<file path="config.mk">
export PLATFORM = sky130hd
export DESIGN_NAME = id_ex_pipe
export DESIGN_NICKNAME = d
export VERILOG_FILES = /design/src/rtl/id_ex_pipe.sv
export SDC_FILE = /design/constraint.sdc
export NUM_CORES = 1
export LEC_CHECK = 0
export ABC_AREA = 0
export ABC_CLOCK_PERIOD_IN_PS = 3200
export BUFFER_PORTS_ARGS = -buffer_cell sky130_fd_sc_hd__clkbuf_2
export CORE_AREA = 3 3 140 142
export CTS_CLUSTER_DIAMETER = 100
export CTS_CLUSTER_SIZE = 12
export DETAILED_ROUTE_END_ITERATION = 8
export DIE_AREA = 0 0 143 145
export PLACE_DENSITY = 0.81
export REMOVE_ABC_BUFFERS = 1
export SLEW_MARGIN = 10
export SYNTH_ARGS = -nofsm -noshare
export SYNTH_HDL_FRONTEND = slang
export SYNTH_SLANG_ARGS = --single-unit
</file>
<file path="constraint.sdc">
create_clock -name clk -period 3.2 [get_ports clk]
set_input_delay 0.16 -clock clk [delete_from_list [all_inputs] [get_ports clk]]
set_output_delay 0.16 -clock clk [all_outputs]
set_load 0.005 [all_outputs]
</file>
<file path="src/rtl/id_ex_pipe.sv">
// ID/EX pipeline register: carries decoded operands into EX, inserts load-use bubbles,
// and applies branch flush and EX-busy hold.
module id_ex_pipe #(
    parameter int unsigned CTRL_W       = 16,
    parameter int unsigned LOAD_BUBBLES = 1,
    parameter int unsigned CNT_W        = 32
) (
    input  logic              clk,
    input  logic              rst_n,
    input  logic              ID_valid,
    input  logic [31:0]       ID_pc,
    input  logic [4:0]        ID_rs1,
    input  logic [4:0]        ID_rs2,
    input  logic [4:0]        ID_rd,
    input  logic [2:0]        ID_ValidReg,
    input  logic [31:0]       ID_rs1_data,
    input  logic [31:0]       ID_rs2_data,
    input  logic [31:0]       ID_imm,
    input  logic [CTRL_W-1:0] ID_ctrl,
    input  logic              ID_is_load,
    input  logic              flush,
    input  logic              ex_busy,
    output logic              ID_stall,
    output logic              EX_valid,
    output logic              EX_is_load,
    output logic [31:0]       EX_pc,
    output logic [31:0]       EX_rs1_data,
    output logic [31:0]       EX_rs2_data,
    output logic [31:0]       EX_imm,
    output logic [4:0]        EX_rs1,
    output logic [4:0]        EX_rs2,
    output logic [4:0]        EX_rd,
    output logic [2:0]        EX_ValidReg,
    output logic [CTRL_W-1:0] EX_ctrl,
    output logic [CNT_W-1:0]  lu_bubble_cnt
);

    typedef enum logic [0:0] {StRun, StStall} state_e;

    localparam logic [1:0] BubInit = 2'(LOAD_BUBBLES - 1);

    state_e     state_q;
    logic [1:0] cnt_q;
    logic       hz;
    logic       bubble;

    always_comb begin
        hz = ID_valid & EX_valid & EX_is_load & EX_ValidReg[0] &
             ((ID_ValidReg[1] & (ID_rs1 == EX_rd)) | (ID_ValidReg[2] & (ID_rs2 == EX_rd)));
        bubble   = ((state_q == StRun) & hz) | ((state_q == StStall) & (cnt_q != 2'd0));
        ID_stall = ~flush & (ex_busy | bubble);
    end

    always_ff @(posedge clk or negedge rst_n) begin
        if (!rst_n) begin
            state_q       <= StRun;
            cnt_q         <= 2'd0;
            EX_valid      <= 1'b0;
            EX_is_load    <= 1'b0;
            EX_pc         <= '0;
            EX_rs1_data   <= '0;
            EX_rs2_data   <= '0;
            EX_imm        <= '0;
            EX_rs1        <= '0;
            EX_rs2        <= '0;
            EX_rd         <= '0;
            EX_ValidReg   <= '0;
            EX_ctrl       <= '0;
            lu_bubble_cnt <= '0;
        end else if (flush || (!ex_busy && bubble)) begin
            // Flush and load-use bubbles both empty EX; only the latter advance the FSM/counter.
            EX_valid    <= 1'b0;
            EX_is_load  <= 1'b0;
            EX_pc       <= '0;
            EX_rs1_data <= '0;
            EX_rs2_data <= '0;
            EX_imm      <= '0;
            EX_rs1      <= '0;
            EX_rs2      <= '0;
            EX_rd       <= '0;
            EX_ValidReg <= '0;
            EX_ctrl     <= '0;
            if (flush) begin
                state_q <= StRun;
                cnt_q   <= 2'd0;
            end else begin
                if (state_q == StRun) begin
                    state_q <= StStall;
                    cnt_q   <= BubInit;
                end else begin
                    cnt_q <= cnt_q - 2'd1;
                end
                if (lu_bubble_cnt != '1) begin
                    lu_bubble_cnt <= lu_bubble_cnt + 1'b1;
                end
            end
        end else if (!ex_busy) begin
            state_q     <= StRun;
            cnt_q       <= 2'd0;
            EX_valid    <= ID_valid;
            EX_is_load  <= ID_is_load;
            EX_pc       <= ID_pc;
            EX_rs1_data <= ID_rs1_data;
            EX_rs2_data <= ID_rs2_data;
            EX_imm      <= ID_imm;
            EX_rs1      <= ID_rs1;
            EX_rs2      <= ID_rs2;
            EX_rd       <= ID_rd;
            EX_ctrl     <= ID_ctrl;
            // rd write flag dropped for x0 so x0 can never raise a hazard.
            EX_ValidReg <= ID_valid ? (ID_ValidReg & {2'b11, ID_rd != 5'd0}) : 3'b000;
        end
    end

endmodule

</file>
==> flow_metrics.py <==
metrics = {
    "outcome": {
        "outcome": "completed",
    },
    "routing": {
        "num_vias": 7391,
        "detailedRoute.firstIterationViolations": 622,
        "m1WireLength_um": 10280,
        "topRoutingLayerUsed": "met5",
        "routed_len_inst_um": 22.21,
        "drc": 0,
        "firstDrtPassIters": 5,
        "post_drt_via_cell_ratio": 5.599,
        "detailroute.wirelength.met2_um": 14800,
        "drt.antenna.violating_nets": 0,
        "routed_wl_um": 29320,
        "detailroute.wirelength.met3_um": 2701,
    },
    "power": {
        "clkPwrFrac_pct": 38.3,
        "sw_frac_of_total_pct": 27.07,
        "p_sw_w": 0.001507,
        "intPower_w": 0.004061,
        "irDropWorstVdd_mv": 0.3264,
        "power_density_mw_per_mm2": 465.5,
        "leakage_power_nw": 6.209,
        "power_frac_comb_pct": 12.9,
        "seqPwrFrac_pct": 48.8,
    },
    "grt": {
        "grt_start_max_net_pins": 166,
        "track_usage_pct": 28.11,
        "first_global_vias": 7790,
        "overflow": 0,
        "grt_antenna_before_repair": 6,
        "first_pass_grt_wire_length_um": 45250,
    },
    "logic_synthesis": {
        "netlist.top_cell.by_area": "dfrtp_1",
        "synth.yosys.seq_area_share_pct": 64.43,
        "synthesis.instances": 562,
        "synthesis.area_per_instance_um2": 13.75,
        "netlist_top_cells_count": "199 x dfrtp_1, 161 x a22o_1, 30 x xnor2_1, 22 x clkbuf_1, 21 x buf_2",
        "synth_edf_count": 0,
        "ys_dominant_reg_cell": "dfrtp_1",
        "yosysMostFrequentCell": "dfrtp_1",
        "post-synth-top-area-fraction_pct": 64.43,
        "syn_area_mm2": 0.007729,
        "yosysWarningCount": 0,
        "asyncSetResetFlopFracSynth_pct": 100.0,
        "yosysUniqueCellTypes": 33,
        "ys_seq_elements": 199,
        "ys_top_cells_by_area": "dfrtp_1 64%, a22o_1 18%, xnor2_1 3.4%",
    },
    "floorplanning": {
        "io_pins": 365,
        "start_util_pct": 41.60,
        "die_w_um": 143,
        "die-height_um": 145,
        "fp.dieArea_mm2": 0.02074,
        "fp-row-count": 50,
        "design.core.area_mm2": 0.01858,
    },
    "clocking": {
        "clk-insertion-delay-late_ps": 430,
        "htree_num_levels": 4,
        "cts-root-to-sink-buffers": 2,
        "clock_sinks": 199,
        "clk_transition_reported_paths_ps": 80,
        "number_of_gates_resized_after_cts": 0,
        "post-cts-setup-buffer-count": 0,
        "clock_tree_from_tritoncts": "built",
        "clockRootBuffer": "clkbuf_16",
        "cts_made_buffers": 17,
        "cts.hold.buffers_added": 157,
    },
    "critical_path": {
        "critical_path_class": "reg2reg",
        "start_kind": "register",
        "crit_arrival_ps": 2780,
        "path_cells": "and4_4 > nand4_4 > or4_1 > nand2_1 > mux2_1",
        "max_stage_delay_ps": 890,
        "crit_path_top_delay_cell": "or4_1",
        "critical_path_peak_fanout": 17,
        "worstSetupEndpointType": "register",
        "critical_path_required_ps": 3510,
        "worst_path_dominant_cell_family": "simple AND/OR/NAND/NOR gates",
        "critical_path.n_buffers_inverters": 0,
    },
    "sta": {
        "final_max_slew_viol_count": 0,
        "clock.fmax_ghz": 0.4055,
        "rsz0062_at_grt": "no",
        "post-route-period-util_pct": 77.06,
        "fin_worst_skew_ps": 15.15,
        "worst-slew-pin-transition_ps": 848.7,
        "setup_viol": 0,
        "slew-limit-headroom_pct": 43.42,
        "fin_crit_ps": 2466,
        "totalNegativeSetupSlack_ps": 0,
        "report.final.hold_viol_count": 0,
        "hold-worst-slack_ps": 16.55,
    },
    "finish": {
        "areaGrowthSynthToFinish_pct": 54.78,
        "stdcell_count": 1320,
        "post_route_cells_drive_above_1_share_pct": 38.85,
        "num-nets-final": 1238,
        "final_core_util_pct": 64.38,
    },
    "run": {
        "cap_violations": 0,
    },
    "place": {
        "dp.final_hpwl_um": 16930,
        "post-place-cells": 1125,
        "gp_congestion": 0.8722,
        "io_buffer_count": 364,
    },
    "worst_hold_path": {
        "min_path_type": "in2reg",
    },
}
==> layout by cell type, fill, tap and decap left out, drive strengths merged <==
cell type,instances
a21oi,2
a22o,161
a32o,2
a41o,1
and2,3
and3,18
and4,8
buf,10
clkbuf,382
clkinv,8
clkinvlp,1
dfrtp,199
diode,5
dlygate4sd3,158
ha,2
inv,8
mux2,2
mux2i,1
nand2,12
nand2b,2
nand3,17
nand4,18
nor2,8
nor2b,2
nor3,5
nor4,7
o2111ai,1
o21a,1
o21ai,1
or4,2
xnor2,30
xor2,9
==> cells by family (layout without fill, tap and decap cells) <==
logic type	after synthesis	after routing	synth area share, %
buffers and inverters	48	567	2.865
adders and majority gates	2	2	0.3237
and+or+nand+nor	102	102	8.499
muxes	3	3	0.4209
xor gates and xnor gates	39	39	4.420
other	0	5	0
AOI/OAI and AO/OA	169	169	19.04
DFF	199	199	64.43
==> flip-flops by register name (all words and copies together), names as in the netlist <==
| signal | count |
|---|---|
| EX_ValidReg | 3 |
| EX_ctrl | 16 |
| EX_imm | 32 |
| EX_is_load | 1 |
| EX_pc | 32 |
| EX_rd | 5 |
| EX_rs1 | 5 |
| EX_rs1_data | 32 |
| EX_rs2 | 5 |
| EX_rs2_data | 32 |
| EX_valid | 1 |
| cnt_q | 2 |
| lu_bubble_cnt | 32 |
| state_q | 1 |
==> layout make-up <==
cell class,instances,area (µm²)
repair buffers,532,3537
multi-input cells,315,2541
inverters,3,11.26
diodes,5,12.51
flip-flops and latches,199,4980
well taps,234,292.8
fillers,1314,6618
clock inverters,14,158.9
clock buffers,18,429.2
==> per-stage QoR <==
stage / instance area, µm² / total power [W] / worst slack, ps
2_1_floorplan: 7518 / 0.002938 / -10430
3_3_place_gp: 9781 / 0.003258 / 813.6
3_5_place_dp: 9781 / 0.003271 / 747.9
4_1_cts: 11940 / 0.005542 / 741.8
5_1_grt: 11960 / 0.005776 / 591.6
6_report: 11960 / 0.005568 / 733.9
==> routing by layer <==
| metal | track usage [%] | vias up |
|---|---|---|
| met3 | 10.05 | 122 |
| met1 | 31.81 | 3656 |
| met5 | 0 | - |
| met2 | 46.50 | 454 |
| met4 | 14.21 | 2 |
| li1 | - | 3157 |
==> power by group through the flow <==
stage	Clock, W	Sequential, W	Combinational [W]
6_report	0.00213	0.00272	0.000720
2_1_floorplan	0	0.00275	0.000188
5_1_grt	0.00228	0.00272	0.000772
3_3_place_gp	0	0.00274	0.000518
4_1_cts	0.00215	0.00270	0.000692
3_5_place_dp	0	0.00275	0.000524
==> worst paths after layout <==
path                            slack, ps             start                end  depth (start not counted)
worst min-delay path                   20         ID_rs2[4]          EX_rs2[4]                          2
max in group asynchronous            2010             rst_n          EX_imm[6]                          3
worst max register to register        730  lu_bubble_cnt[2]   lu_bubble_cnt[1]                          5
min in group asynchronous             370             rst_n  lu_bubble_cnt[17]                          2
worst min register to register        500    EX_ValidReg[1]     EX_ValidReg[1]                          1
worst max-delay path                  730  lu_bubble_cnt[2]   lu_bubble_cnt[1]                          5
No activity file was read; power rests on OpenSTA's default activity.
